===== config.mk =====
export PLATFORM = sky130hd
export DESIGN_NAME = pipe_skid_reg
export DESIGN_NICKNAME = d
export VERILOG_FILES = /design/src/rtl/pipe_skid_reg.sv
export SDC_FILE = /design/constraint.sdc
export NUM_CORES = 1
export LEC_CHECK = 0
export ABC_AREA = 1
export BUFFER_PORTS_ARGS = -buffer_cell sky130_fd_sc_hd__buf_2
export CORE_UTILIZATION = 53
export CTS_BUF_LIST = sky130_fd_sc_hd__clkbuf_16
export DETAILED_ROUTE_END_ITERATION = 7
export PLACE_DENSITY_LB_ADDON = 0.15
export SLEW_MARGIN = 15
export SYNTH_ARGS = -nofsm -noshare
export SYNTH_HDL_FRONTEND = slang
export SYNTH_SLANG_ARGS = --single-unit

===== constraint.sdc =====
create_clock -name clk -period 4.31 [get_ports clk]
set_clock_uncertainty 0.15 [all_clocks]
set_input_delay 0.2155 -clock clk [delete_from_list [all_inputs] [get_ports clk]]
set_output_delay 0.2155 -clock clk [all_outputs]
set_load 0.05 [all_outputs]

===== src/rtl/pipe_skid_reg.sv =====
// rtl/pipe_skid_reg.sv - two-entry skid register slice with flush and statistics counters
// in_ready is driven only from registered state, so out_ready has no combinational path to it.
module pipe_skid_reg #(
  parameter int unsigned          WIDTH     = 32,
  parameter logic [WIDTH-1:0]     CLEAR_VAL = {WIDTH{1'b0}},
  parameter int unsigned          CNT_W     = 16
) (
  input  logic             clk,
  input  logic             reset,
  input  logic             in_valid,
  output logic             in_ready,
  input  logic [WIDTH-1:0] in_data,
  output logic             out_valid,
  input  logic             out_ready,
  output logic [WIDTH-1:0] out_data,
  input  logic             flush,
  input  logic             cnt_clr,
  output logic [CNT_W-1:0] stall_cnt,
  output logic [CNT_W-1:0] xfer_cnt,
  output logic [CNT_W-1:0] flush_cnt
);

  typedef enum logic [1:0] {
    EMPTY = 2'd0,
    ONE   = 2'd1,
    TWO   = 2'd2
  } state_t;

  localparam logic [CNT_W-1:0] CNT_MAX = {CNT_W{1'b1}};

  state_t           state;
  logic [WIDTH-1:0] main_q;
  logic [WIDTH-1:0] skid_q;
  logic             in_xfer;
  logic             out_xfer;

  assign out_valid = (state == ONE) || (state == TWO);
  assign in_ready  = (state == EMPTY) || (state == ONE);
  assign out_data  = main_q;
  assign in_xfer   = in_valid && in_ready;
  assign out_xfer  = out_valid && out_ready;

  always_ff @(posedge clk or posedge reset) begin
    if (reset) begin
      state  <= EMPTY;
      main_q <= CLEAR_VAL;
      skid_q <= CLEAR_VAL;
    end else if (flush) begin
      state  <= EMPTY;
      main_q <= CLEAR_VAL;
      skid_q <= CLEAR_VAL;
    end else begin
      case (state)
        EMPTY: begin
          if (in_xfer) begin
            main_q <= in_data;
            state  <= ONE;
          end
        end
        ONE: begin
          case ({in_xfer, out_xfer})
            2'b11: main_q <= in_data;
            2'b10: begin
              skid_q <= in_data;
              state  <= TWO;
            end
            2'b01: state <= EMPTY;
            default: ;
          endcase
        end
        TWO: begin
          if (out_xfer) begin
            main_q <= skid_q;
            state  <= ONE;
          end
        end
        default: state <= EMPTY;
      endcase
    end
  end

  // Counters observe the handshake regardless of flush; cnt_clr wins over every increment.
  always_ff @(posedge clk or posedge reset) begin
    if (reset) begin
      stall_cnt <= '0;
      xfer_cnt  <= '0;
      flush_cnt <= '0;
    end else if (cnt_clr) begin
      stall_cnt <= '0;
      xfer_cnt  <= '0;
      flush_cnt <= '0;
    end else begin
      if (out_valid && !out_ready && (stall_cnt != CNT_MAX))
        stall_cnt <= stall_cnt + 1'b1;
      if (out_xfer)
        xfer_cnt <= xfer_cnt + 1'b1;
      if (flush && (state != EMPTY) && (flush_cnt != CNT_MAX))
        flush_cnt <= flush_cnt + 1'b1;
    end
  end

endmodule


==> flow_summary.ini <==
[worst_hold_path]
min_path_type = input pin to flop

[cells_and_area]
antenna_cells = 0
multi_input_area_um2 = 2630
layout.nets = 973
fillers = 924
seqCellArea_um2 = 2850
finish.utilization_pct = 69.0
drive_gt1_share_pct = 17.9
syn_to_final_growth_pct = 26.3

[routing]
drt-initial-drc-count = 406
vias_per_cell = 5.33
wire_per_inst_um = 14.0
drc = 0
ant_nets = 0
drtPass1Iterations = 5
vias = 5738
routed_wl_mm = 15.1

[clock_tree]
clk_transition_reported_paths_ps = 50
numCtsBuffers = 17
cts.repair.resized = 0
cts-htree-levels = 4
post_cts.repair.setup_buffers = 0
cts_root_buf = clkbuf_16
cts_buffer_depth = 2
ctsHoldBuffers = 32
clk_latency_ps = 420
clock-sinks = 114
cts_tree = built

[yosys]
synth_ff_type = dfrtp_1
yosys.area.top_type = dfrtp_1
synth_most_common_cell = nand2_1
synth_nets = 830
syn_area_per_cell_um2 = 7.65
synth_top_cells_by_count = nand2_1, o21ai_0, dfrtp_1
postSynthCellCount = 781
ys_ff_latch = 114
netlist_area_um2 = 5980
async_flop_share_pct = 100
synth_edf_count = 0
netlist.area_leader.share_pct = 47.7
synth_cell_type_count = 31
synth_top_cells_by_area = dfrtp_1, nand2_1, o21ai_0, nand3_1, inv_1
yosysWarnings = 0
seq_area_frac_synth_pct = 47.7

[timing]
min_period_ps = 2900
slew_violations = 0
rsz0062_at_grt = no
fin_crit_sh_pct = 67.2
worstMarginPinSlew_ps = 1140
fmax_mhz = 345
final_hold_viol_count = 0
setup-tns-final_ps = 0
setup_viol = 0
slew_headroom_pct = 23.9

[global_route]
antenna_found_initial = 0
track_usage_pct = 26.9
overflow = 0
grt_max_degree = 84
grt_pass1_vias = 5263
grt_pass1_wl_mm = 24.4

[die]
start_util_pct = 54.6
rows = 38
die_h_um = 108
dieArea_um2 = 11700
core-area_um2 = 10900
io_pins = 120
die_w_um = 108

[placed_design]
hpwlAfterDp_mm = 9.47
io_buffers = 119
gp_congestion = 0.891

[pwr]
powerDensity_nw_per_um2 = 552
power_mw = 4.16
peakVddDrop_mv = 0.365
leakage_nw = 3.87

[worst_setup_path]
criticalPathCategory = flop to flop
critPathMaxFanout = 64
crit_path_start_kind = flop
cp.arrival_ps = 3000
required_ps = 4410
critPathCaptureType = flop

[run]
maxCapViolCount = 0

[run_status]
outcome = completed
where the power goes:
part           switching, mW  internal [mW]  total, mW
clock network          0.485          0.890       1.37
registers              0.111           1.26       1.37
logic                   1.10          0.323       1.42
worst paths after layout:
path	from	end	slack [ps]	depth (start not counted)
hold reg to reg	out_data[0]	out_data[0]	320	2
max in group asynchronous	reset	stall_cnt[14]	2530	4
setup / recovery	state[0]	out_data[21]	1410	10
setup reg to reg	state[0]	out_data[21]	1410	10
min in group asynchronous	reset	skid_q[28]	440	3
hold / removal	cnt_clr	xfer_cnt[1]	8	2
registers in the layout, indices dropped and copies added (netlist names):
name       cells
state          2
skid_q        32
flush_cnt     16
stall_cnt     16
xfer_cnt      16
out_data      32
critical path: stages (launching register included):
cell     delay, ps
dfrtp_1        420
inv_1          100
ha_1           280
or2_2          310
nand2_1        100
inv_1           70
ha_1           180
o21ai_0        150
inv_1           60
nand2_2        710
o21ai_0        200
logic make-up (layout without fill, tap and decap cells):
kind of cell    count (synthesis)  after routing  synth area share (%)
compound gates                162            162                  13.8
xor+xnor                       11             11                  1.61
fa+ha+maj                      11             11                  2.30
buf+inv                       126            281                  8.21
flops                         114            114                  47.7
simple gates                  357            357                  26.4
routing by layer:
metal	global-route usage [%]	vias up	wire length [um]	share of wire (%)
met5	0	-	0	0
met2	42.6	184	7120	47
li1	-	2817	-	-
met4	12.3	0	317	2.1
met1	35.2	2708	6690	44
met3	5.85	29	945	6.3
cells in the final DEF, fill, tap and decap left out, types with 7 or more instances in the layout:
cell / instances
ha_1: 11
dlygate4sd3_1: 33
nand3b_1: 7
nand3_1: 83
dfrtp_1: 114
clkbuf_16: 17
o21ai_0: 116
nor2_1: 47
nand4_1: 9
buf_2: 119
a21oi_1: 42
xor2_1: 10
inv_1: 90
nand2_1: 190
layout make-up:
class | count | share of cell area (%)
Multi-Input combinational cell | 541 | 34.9
Clock buffer | 17 | 5.64
Clock inverter | 14 | 1.96
Sequential cell | 114 | 37.8
Tap cell | 140 | 2.32
Inverter | 94 | 4.71
Timing Repair Buffer | 156 | 12.7
per-stage QoR:
step / setup WS [ps] / hold slack (ps) / instances / cell area [um2]
4_1_cts: 1420 / 2.67 / 1075 / 7530
3_5_place_dp: 1440 / 319 / 1012 / 6640
3_3_place_gp: 1610 / 311 / 1012 / 6640
2_1_floorplan: 929 / 129 / 781 / 5980
5_1_grt: 1060 / 17.3 / 1076 / 7540
6_report: 1410 / 7.87 / 1076 / 7540
Note: power is estimated with default switching activity, not from simulation.
